$ cat src/rtl/pattern_generator.sv
// pattern_generator: back-pressurable burst source (inc / dec / LFSR / constant words).
// Define PATGEN_LFSR_EN to build LFSR mode; otherwise mode 2'b10 acts as increment.
module pattern_generator #(
   parameter int DATA_W    = 32,
   parameter int BURST_LEN = 64
) (
   input  logic              i_clk,
   input  logic              i_rst,
   input  logic              i_start,
   input  logic [1:0]        i_mode,
   input  logic [DATA_W-1:0] i_seed,
   input  logic              i_seed_load,
   input  logic              i_ready,
   output logic              o_valid,
   output logic [DATA_W-1:0] o_data,
   output logic              o_last,
   output logic              o_busy,
   output logic              o_done,
   output logic [15:0]       o_burst_cnt
);
   localparam int CNT_W = $clog2(BURST_LEN);
   localparam logic [CNT_W-1:0] LAST_BEAT = CNT_W'(BURST_LEN - 1);
   typedef enum logic {IDLE, RUN} state_t;
   state_t            state_q, state_d;
   logic [1:0]        mode_q, mode_d;
   logic [DATA_W-1:0] data_q, data_d, next_data, load_data, start_data;
   logic [CNT_W-1:0]  beat_q, beat_d;
   logic              done_q, done_d;
   logic [15:0]       cnt_q, cnt_d;
   logic              run, last, hs;
   assign run         = state_q == RUN;
   assign last        = run && beat_q == LAST_BEAT;
   assign hs          = run && i_ready;
   assign o_valid     = run;
   assign o_busy      = run;
   assign o_last      = last;
   assign o_data      = data_q;
   assign o_done      = done_q;
   assign o_burst_cnt = cnt_q;
`ifdef PATGEN_LFSR_EN
   localparam logic [DATA_W-1:0] MASK = DATA_W == 8  ? DATA_W'(32'hB8) :
                                        DATA_W == 16 ? DATA_W'(32'hB400) : DATA_W'(32'h8020_0003);
   always_comb begin
      next_data = mode_q == 2'b01 ? data_q - DATA_W'(1) :
                  mode_q == 2'b11 ? data_q :
                  mode_q == 2'b10 ? (data_q >> 1) ^ (data_q[0] ? MASK : '0) : data_q + DATA_W'(1);
      load_data  = i_seed_load ? i_seed : data_q;
      // all-zero is the LFSR lock-up state, so it is never allowed to start a run
      start_data = (i_mode == 2'b10 && load_data == '0) ? DATA_W'(1) : load_data;
   end
`else
   always_comb begin
      next_data  = mode_q == 2'b01 ? data_q - DATA_W'(1) :
                   mode_q == 2'b11 ? data_q : data_q + DATA_W'(1);
      load_data  = i_seed_load ? i_seed : data_q;
      start_data = load_data;
   end
`endif
   always_comb begin
      state_d = state_q;
      mode_d  = mode_q;
      data_d  = data_q;
      beat_d  = beat_q;
      done_d  = 1'b0;
      cnt_d   = cnt_q;
      if (!run) begin
         data_d = i_start ? start_data : load_data;
         if (i_start) begin
            mode_d  = i_mode;
            beat_d  = '0;
            state_d = RUN;
         end
      end else if (hs) begin
         data_d = next_data;
         beat_d = beat_q + CNT_W'(1);
         if (last) begin
            state_d = IDLE;
            done_d  = 1'b1;
            cnt_d   = cnt_q + 16'd1;
         end
      end
   end
   always_ff @(posedge i_clk) begin
      if (i_rst) begin
         state_q <= IDLE;
         mode_q  <= '0;
         data_q  <= '0;
         beat_q  <= '0;
         done_q  <= 1'b0;
         cnt_q   <= '0;
      end else begin
         state_q <= state_d;
         mode_q  <= mode_d;
         data_q  <= data_d;
         beat_q  <= beat_d;
         done_q  <= done_d;
         cnt_q   <= cnt_d;
      end
   end
endmodule

$ cat config.mk
export PLATFORM = sky130hd
export DESIGN_NAME = pattern_generator
export DESIGN_NICKNAME = d
export VERILOG_FILES = /design/src/rtl/pattern_generator.sv
export SDC_FILE = /design/constraint.sdc
export NUM_CORES = 1
export LEC_CHECK = 0
export ABC_AREA = 1
export CORE_ASPECT_RATIO = 1.4
export CORE_UTILIZATION = 40
export DETAILED_ROUTE_END_ITERATION = 8
export GPL_TIMING_DRIVEN = 0
export SYNTH_ARGS = -nofsm -noshare
export SYNTH_HDL_FRONTEND = slang
export SYNTH_SLANG_ARGS = --single-unit
$ cat constraint.sdc
create_clock -name i_clk -period 5.5 [get_ports i_clk]
set_input_delay 0.825 -clock i_clk [delete_from_list [all_inputs] [get_ports i_clk]]
set_output_delay 0.825 -clock i_clk [all_outputs]
set_load 0.02 [all_outputs]
==> results of run 1 <==
-- per-stage QoR --
step	utilization [%]	hold slack, ns
3_5_place_dp	50.30	0.4602
2_1_floorplan	-	0.4538
5_1_grt	52.78	0.4854
4_1_cts	52.78	0.4707
3_3_place_gp	50.30	0.4555
6_report	52.78	0.4723
-- final cells by class --
class	count	area [sq um]	area share, %
buffer	29	181.4	2.879
clock inverter	5	53.80	0.8539
multi-input combinational	608	3133	49.72
sequential	58	1161	18.43
timing repair buffer	89	890.9	14.14
inverter	121	454.2	7.208
clock buffer	11	242.7	3.852
tap	147	183.9	2.919
-- layer usage --
metal  vias up  share of wire [%]  global-route usage (%)
li1       2815                  -                       -
met1      2627                 39                   33.63
met2       179                 52                   56.11
met3        45                3.9                   3.767
met4         0                5.1                   15.51
met5         -                  0                       0
-- worst min path at each step --
stage / endpoint / depth (start not counted) / slack [ns] / from
final: o_burst_cnt[15]$_SDFFE_PP0P_ / 2 / 0.47 / o_burst_cnt[15]$_SDFFE_PP0P_
after global routing: o_burst_cnt[15]$_SDFFE_PP0P_ / 2 / 0.49 / o_burst_cnt[15]$_SDFFE_PP0P_
after CTS: o_burst_cnt[15]$_SDFFE_PP0P_ / 2 / 0.47 / o_burst_cnt[15]$_SDFFE_PP0P_
after detailed placement: o_burst_cnt[15]$_SDFFE_PP0P_ / 2 / 0.46 / o_burst_cnt[15]$_SDFFE_PP0P_
after global placement: o_burst_cnt[15]$_SDFFE_PP0P_ / 2 / 0.46 / o_burst_cnt[15]$_SDFFE_PP0P_
after floorplan: beat_q[0]$_SDFFE_PP0P_ / 1 / 0.45 / beat_q[0]$_SDFFE_PP0P_
-- report_power, final --
| part | internal, mW | switching (mW) | leakage [nW] |
|---|---|---|---|
| clock | 0.362 | 0.220 | 0.149 |
| sequential | 0.446 | 0.0331 | 0.475 |
| combinational | 0.180 | 0.326 | 2.18 |
-- Yosys cell counts, types with 2 or more instances --
| library cell | count | area share [%] |
|---|---|---|
| a211oi_1 | 2 | 0.30 |
| a21oi_1 | 51 | 5.2 |
| a21oi_2 | 10 | 1.8 |
| a221oi_1 | 5 | 0.89 |
| a41o_1 | 3 | 0.61 |
| a41oi_1 | 16 | 2.8 |
| a41oi_2 | 4 | 1.3 |
| and2_1 | 2 | 0.25 |
| buf_1 | 3 | 0.23 |
| buf_4 | 2 | 0.30 |
| buf_6 | 7 | 1.6 |
| clkbuf_1 | 15 | 1.1 |
| dfxtp_1 | 58 | 24 |
| ha_1 | 3 | 0.76 |
| inv_1 | 114 | 8.7 |
| inv_2 | 7 | 0.53 |
| nand2_1 | 246 | 19 |
| nand2_2 | 25 | 3.2 |
| nand2_4 | 4 | 0.91 |
| nand3_1 | 60 | 6.1 |
| nand3b_1 | 2 | 0.30 |
| nand4_1 | 5 | 0.63 |
| nor2_1 | 83 | 6.3 |
| nor2_2 | 7 | 0.89 |
| nor2_4 | 4 | 0.91 |
| nor3_1 | 7 | 0.71 |
| nor3b_1 | 2 | 0.30 |
| o211ai_1 | 2 | 0.30 |
| o21ai_0 | 26 | 2.6 |
| o21bai_1 | 4 | 0.61 |
| o41ai_1 | 2 | 0.36 |
| xor2_1 | 17 | 3.0 |
| xor2_2 | 2 | 0.66 |
| xor2_4 | 2 | 1.1 |
-- registers in the layout, summed over array words and instances (netlist names) --
| signal | cells |
|---|---|
| o_data | 32 |
| o_burst_cnt | 16 |
| mode_q | 2 |
| o_busy | 1 |
| beat_q | 6 |
| o_done | 1 |
-- worst register-to-register path, delay by kind of cell (launching register included) --
family / cells / cell delay, ns
adder cells (fa/ha/maj): 1 / 0.17
buffers and inverters: 6 / 0.58
flip-flops: 1 / 0.39
AO/OA/AOI/OAI: 2 / 0.23
AND/OR/NAND/NOR: 12 / 1.12
-- cells by family after synthesis --
family | after synthesis
AND/OR/NAND/NOR | 451
buffers and inverters | 150
AO/OA/AOI/OAI | 133
flip-flops | 58
XOR/XNOR | 21
adder cells (fa/ha/maj) | 3
==> impl_results.md, run 1 <==
* Status: completed
* DR DRC count at 0
* Vias in the first global route at 5517
* Final Skew at 0.01032 ns
* Setup TNS at 0 ns
* Final Power at 1.566 mW
* Final Max Tran Viols at 0
* Port Buffers at 89
* Final worst slack at 2.043 ns
* TritonRoute pass-1 iters at 5
* Syn Nets at 858
* Final period util at 62.85%
* Reg2reg end: o_data[20]$_SDFFE_PP0P_
* Seq cells post-synth at 58
* Crit path top cell by count: clkbuf_1
* Hold WC Path Type: flip-flop to flip-flop
* Longest Clk Path Bufs at 2
* Synthesis Warnings at 0
* Crit Path Max Fanout at 10
* CP Cell Sequence: clkbuf_1, inv_1, clkbuf_1, nor3_1, clkdlybuf4s50_1
* Sequential share of the synthesized area at 23.55%
* Core region area at 11940 sq um
* RSZ-0062 raised after global routing: false
* Crit path required time at 4.68 ns
* Post-place setup slack at 2.399 ns
* Post-synth cell types at 48
* Drt total wl at 18840 microns
* Area fraction in compound gates after synthesis at 18.15%
* Clk root buf: clkbuf_16
* Cells on worst reg2reg path at 21
* Syn Area/Cell at 6.041 sq um
* Crit Reg-Reg Startpoint: mode_q[1]$_SDFFE_PP0P_
* Tmin final at 3.457 ns
* Cell at the slowest stage of the critical path: clkdlybuf4s50_1
* First-pass GRT wire length at 29080 microns
* DR vias/cell at 5.305
* CTS Hold Buffers Added at 0
* Routed vias at 5666
* Critical Path End Type: output port
* Cell Area, Synth at 4930 sq um
* Layout cells sized above 1 at 10.31%
* FP Rows at 47
* CTS sink cnt at 58
* Placed cell area at 6005 sq um
* CTS tree: yes
* Worst setup SP type: flip-flop
* Setup crit end: o_last
* Placed cell count at 1052
* Cell family with most CP delay: buffers and inverters
* Worst path bufs/invs at 4
* Post-CTS Setup Inserts at 0
* Largest family of logic cells by synthesized area: simple AND/OR/NAND/NOR gates
* Die H at 133.4 microns
* Mux share of post-synthesis cell area at 0%
* Fmax at 289.3 MHz
* Worst skew pair latency at 0.34 ns
* DR iter-0 viols at 289
* Diode count at 0
* Setup-failing EPs final at 0
* Net count, final at 958
* Type of the worst setup path: flip-flop to output port
* Wire per inst at 17.64 microns
* CTS clk-pin slew, worst paths at 0.06 ns
* Die ar. at 12780 sq um
* Initial antenna violation count at 0
* Cells after Synth at 816
* Ys async rst share at 0%
* Post-synthesis adder-cell area fraction at 0.7614%
* Peak supply drop at 0.1500 mV
* Top FF cell, synth: dfxtp_1
* Worst-Margin Slew at 0.7625 ns
* Overflow after GRT at 0
* Delay of the slowest critical-path stage at 0.64 ns
* Post-route cell area at 6301 sq um
* Largest net degree at the start of global routing at 11
* Levels on crit path at 5
* Starting Density at 41.30%
* Setup crit start: o_busy$_SDFF_PP0_
* Most frequent cells in the layout: nand2_1, inv_1, clkdlybuf4s50_1
* FILL cells at 1264
* Post-Synth Simple-Gate Area at 39.85%
* Die W at 95.83 microns
* MaxCap Viol Count at 0
* Post-synth EDFFs at 0
* H-tree Lvls at 3
* Post-CTS Resized at 0
* GRT Util Overall at 30.64%
* Antenna-violating nets left at 0
* Arr. time, crit path at 2.63 ns
* RePlAce Congestion at 0.9732
* FF-to-FF setup slack at 2.87 ns
* Pwr Density at 248.6 nW/um^2
* Slew HR at 49.16%
* Leak at 2.808 nW
* Area grow syn2layout at 27.82%
* Top Ports at 91
* Post-DP HPWL at 14820 microns
* Synth Area in XOR/XNOR at 4.797%
* Commonest non-fill, non-tap cell in the layout: nand2_1
* Endpoints failing hold at 0
* Layout Cells excl Fill at 1068
* Total CTS buffers at 9
Note: power is estimated with default switching activity, not from simulation.
==> run 2, diff against run 1 <==
==> constraint.sdc (replaced) <==
create_clock -name i_clk -period 3.27 [get_ports i_clk]
set_input_delay 0.4905 -clock i_clk [delete_from_list [all_inputs] [get_ports i_clk]]
set_output_delay 0.4905 -clock i_clk [all_outputs]
set_load 0.02 [all_outputs]
==> impl_results.md, run 2 (synthesis gave the netlist of run 1 again) <==
* Crit Path Max Fanout at 10
* Routed vias at 5677
* Net count, final at 958
* Largest net degree at the start of global routing at 11
* Antenna-violating nets left at 0
* Die W at 95.83 microns
* Starting Density at 41.30%
* Max FFs per register at 32
* First-pass GRT wire length at 29080 microns
* Crit path required time at 2.78 ns
* TritonRoute pass-1 iters at 4
* Wire per inst at 17.65 microns
* Die H at 133.4 microns
* Critical Path End Type: output port
* Post-CTS Resized at 0
* GRT Util Overall at 30.64%
* Hold slack at 0.4723 ns
* Die ar. at 12780 sq um
* Initial antenna violation count at 0
* Port Buffers at 89
* Fmax at 348.9 MHz
* Setup TNS at 0 ns
* Peak supply drop at 0.2523 mV
* MaxCap Viol Count at 0
* Final Skew at 0.01051 ns
* Commonest non-fill, non-tap cell in the layout: nand2_1
* Worst skew pair latency at 0.34 ns
* Drt total wl at 18850 microns
* Arr. time, crit path at 2.38 ns
* Worst setup SP type: flip-flop
* Tmin final at 2.866 ns
* Top Ports at 91
* CTS clk-pin slew, worst paths at 0.06 ns
* Vias in the first global route at 5517
* Final Power at 2.635 mW
* Core region area at 11940 sq um
* Leak at 2.811 nW
* Final period util at 87.65%
* Slew HR at 49.24%
* Status: completed
* Diode count at 0
* CTS Hold Buffers Added at 0
* Longest Clk Path Bufs at 2
* CTS tree: yes
* CTS sink cnt at 58
* DR iter-0 viols at 331
* Total CTS buffers at 9
* DR vias/cell at 5.316
* Final Max Tran Viols at 0
* Worst-Margin Slew at 0.7614 ns
* RePlAce Congestion at 0.9732
* Type of the worst setup path: flip-flop to output port
* DR DRC count at 0
* Clk root buf: clkbuf_16
* FP Rows at 47
* Pwr Density at 418.0 nW/um^2
* Overflow after GRT at 0
* Post-DP HPWL at 14820 microns
* Setup-failing EPs final at 0
* Layout cells sized above 1 at 10.42%
* Area grow syn2layout at 27.84%
* Hold WC Path Type: flip-flop to flip-flop
* Post-CTS Setup Inserts at 0
* Most frequent cells in the layout: nand2_1, inv_1, clkdlybuf4s50_1
* RSZ-0062 raised after global routing: false
* Endpoints failing hold at 0
* H-tree Lvls at 3
run 2: layout make-up:
| type | count | area, sq um |
|---|---|---|
| clock buffer | 11 | 242.7 |
| clock inverter | 5 | 53.80 |
| multi-input combinational | 608 | 3133 |
| fill | 1264 | 5635 |
| tap | 147 | 183.9 |
| timing repair buffer | 89 | 890.9 |
| inverter | 121 | 454.2 |
| sequential | 58 | 1161 |
| buffer | 29 | 182.7 |
run 2: per-layer routing:
layer | wire [microns] | part of all wire [%] | GRT usage, %
met3 | 692 | 3.7 | 3.767
met1 | 7352 | 39 | 33.63
met4 | 959 | 5.1 | 15.51
met5 | 0 | 0 | 0
met2 | 9840 | 52 | 56.11
run 2: final timing paths:
check             slack, ns                           end                          from  cells after the start
hold reg to reg        0.47  o_burst_cnt[15]$_SDFFE_PP0P_  o_burst_cnt[15]$_SDFFE_PP0P_                      2
setup reg to reg       0.64       o_data[20]$_SDFFE_PP0P_        mode_q[1]$_SDFFE_PP0P_                     21
hold / removal         0.47  o_burst_cnt[15]$_SDFFE_PP0P_  o_burst_cnt[15]$_SDFFE_PP0P_                      2
setup / recovery       0.40                        o_last             o_busy$_SDFF_PP0_                      5
run 2: stage by stage:
step | area [sq um] | cells | setup slack [ns] | utilization [%]
6_report | 6302 | 1068 | 0.4038 | 52.79
5_1_grt | 6302 | 1068 | 0.2619 | 52.79
4_1_cts | 6301 | 1068 | 0.1379 | 52.78
3_5_place_dp | 6005 | 1052 | 0.5039 | 50.30
3_3_place_gp | 6005 | 1052 | 0.5122 | 50.30
2_1_floorplan | 4930 | 816 | 1.180 | -
run 2: where the power goes:
part	internal [mW]	switching [mW]
clock	0.608	0.369
combinational	0.303	0.548
sequential	0.750	0.0556
run 2: worst max-delay path, cell delays in order (launching register included):
cell             delay (ns)
dfxtp_1                0.37
clkbuf_2               0.28
inv_1                  0.16
clkbuf_1               0.32
nor3_1                 0.26
clkdlybuf4s50_1        0.64
==> run 3, diff against run 2 <==
==> constraint.sdc (replaced) <==
create_clock -name i_clk -period 3.45 [get_ports i_clk]
set_input_delay 0.5175 -clock i_clk [delete_from_list [all_inputs] [get_ports i_clk]]
set_output_delay 0.5175 -clock i_clk [all_outputs]
set_load 0.02 [all_outputs]
==> results of run 3 <==
The final DEF is identical to that of run 1. Status: completed.
Main changes from that run: setup slack after placement 2.399 ns -> 0.6569 ns; setup slack after layout 2.043 ns -> 0.3010 ns; register-to-register setup slack 2.87 ns -> 0.82 ns; total power 1.566 mW -> 2.497 mW; worst IR drop on VDD 0.1500 mV -> 0.2391 mV
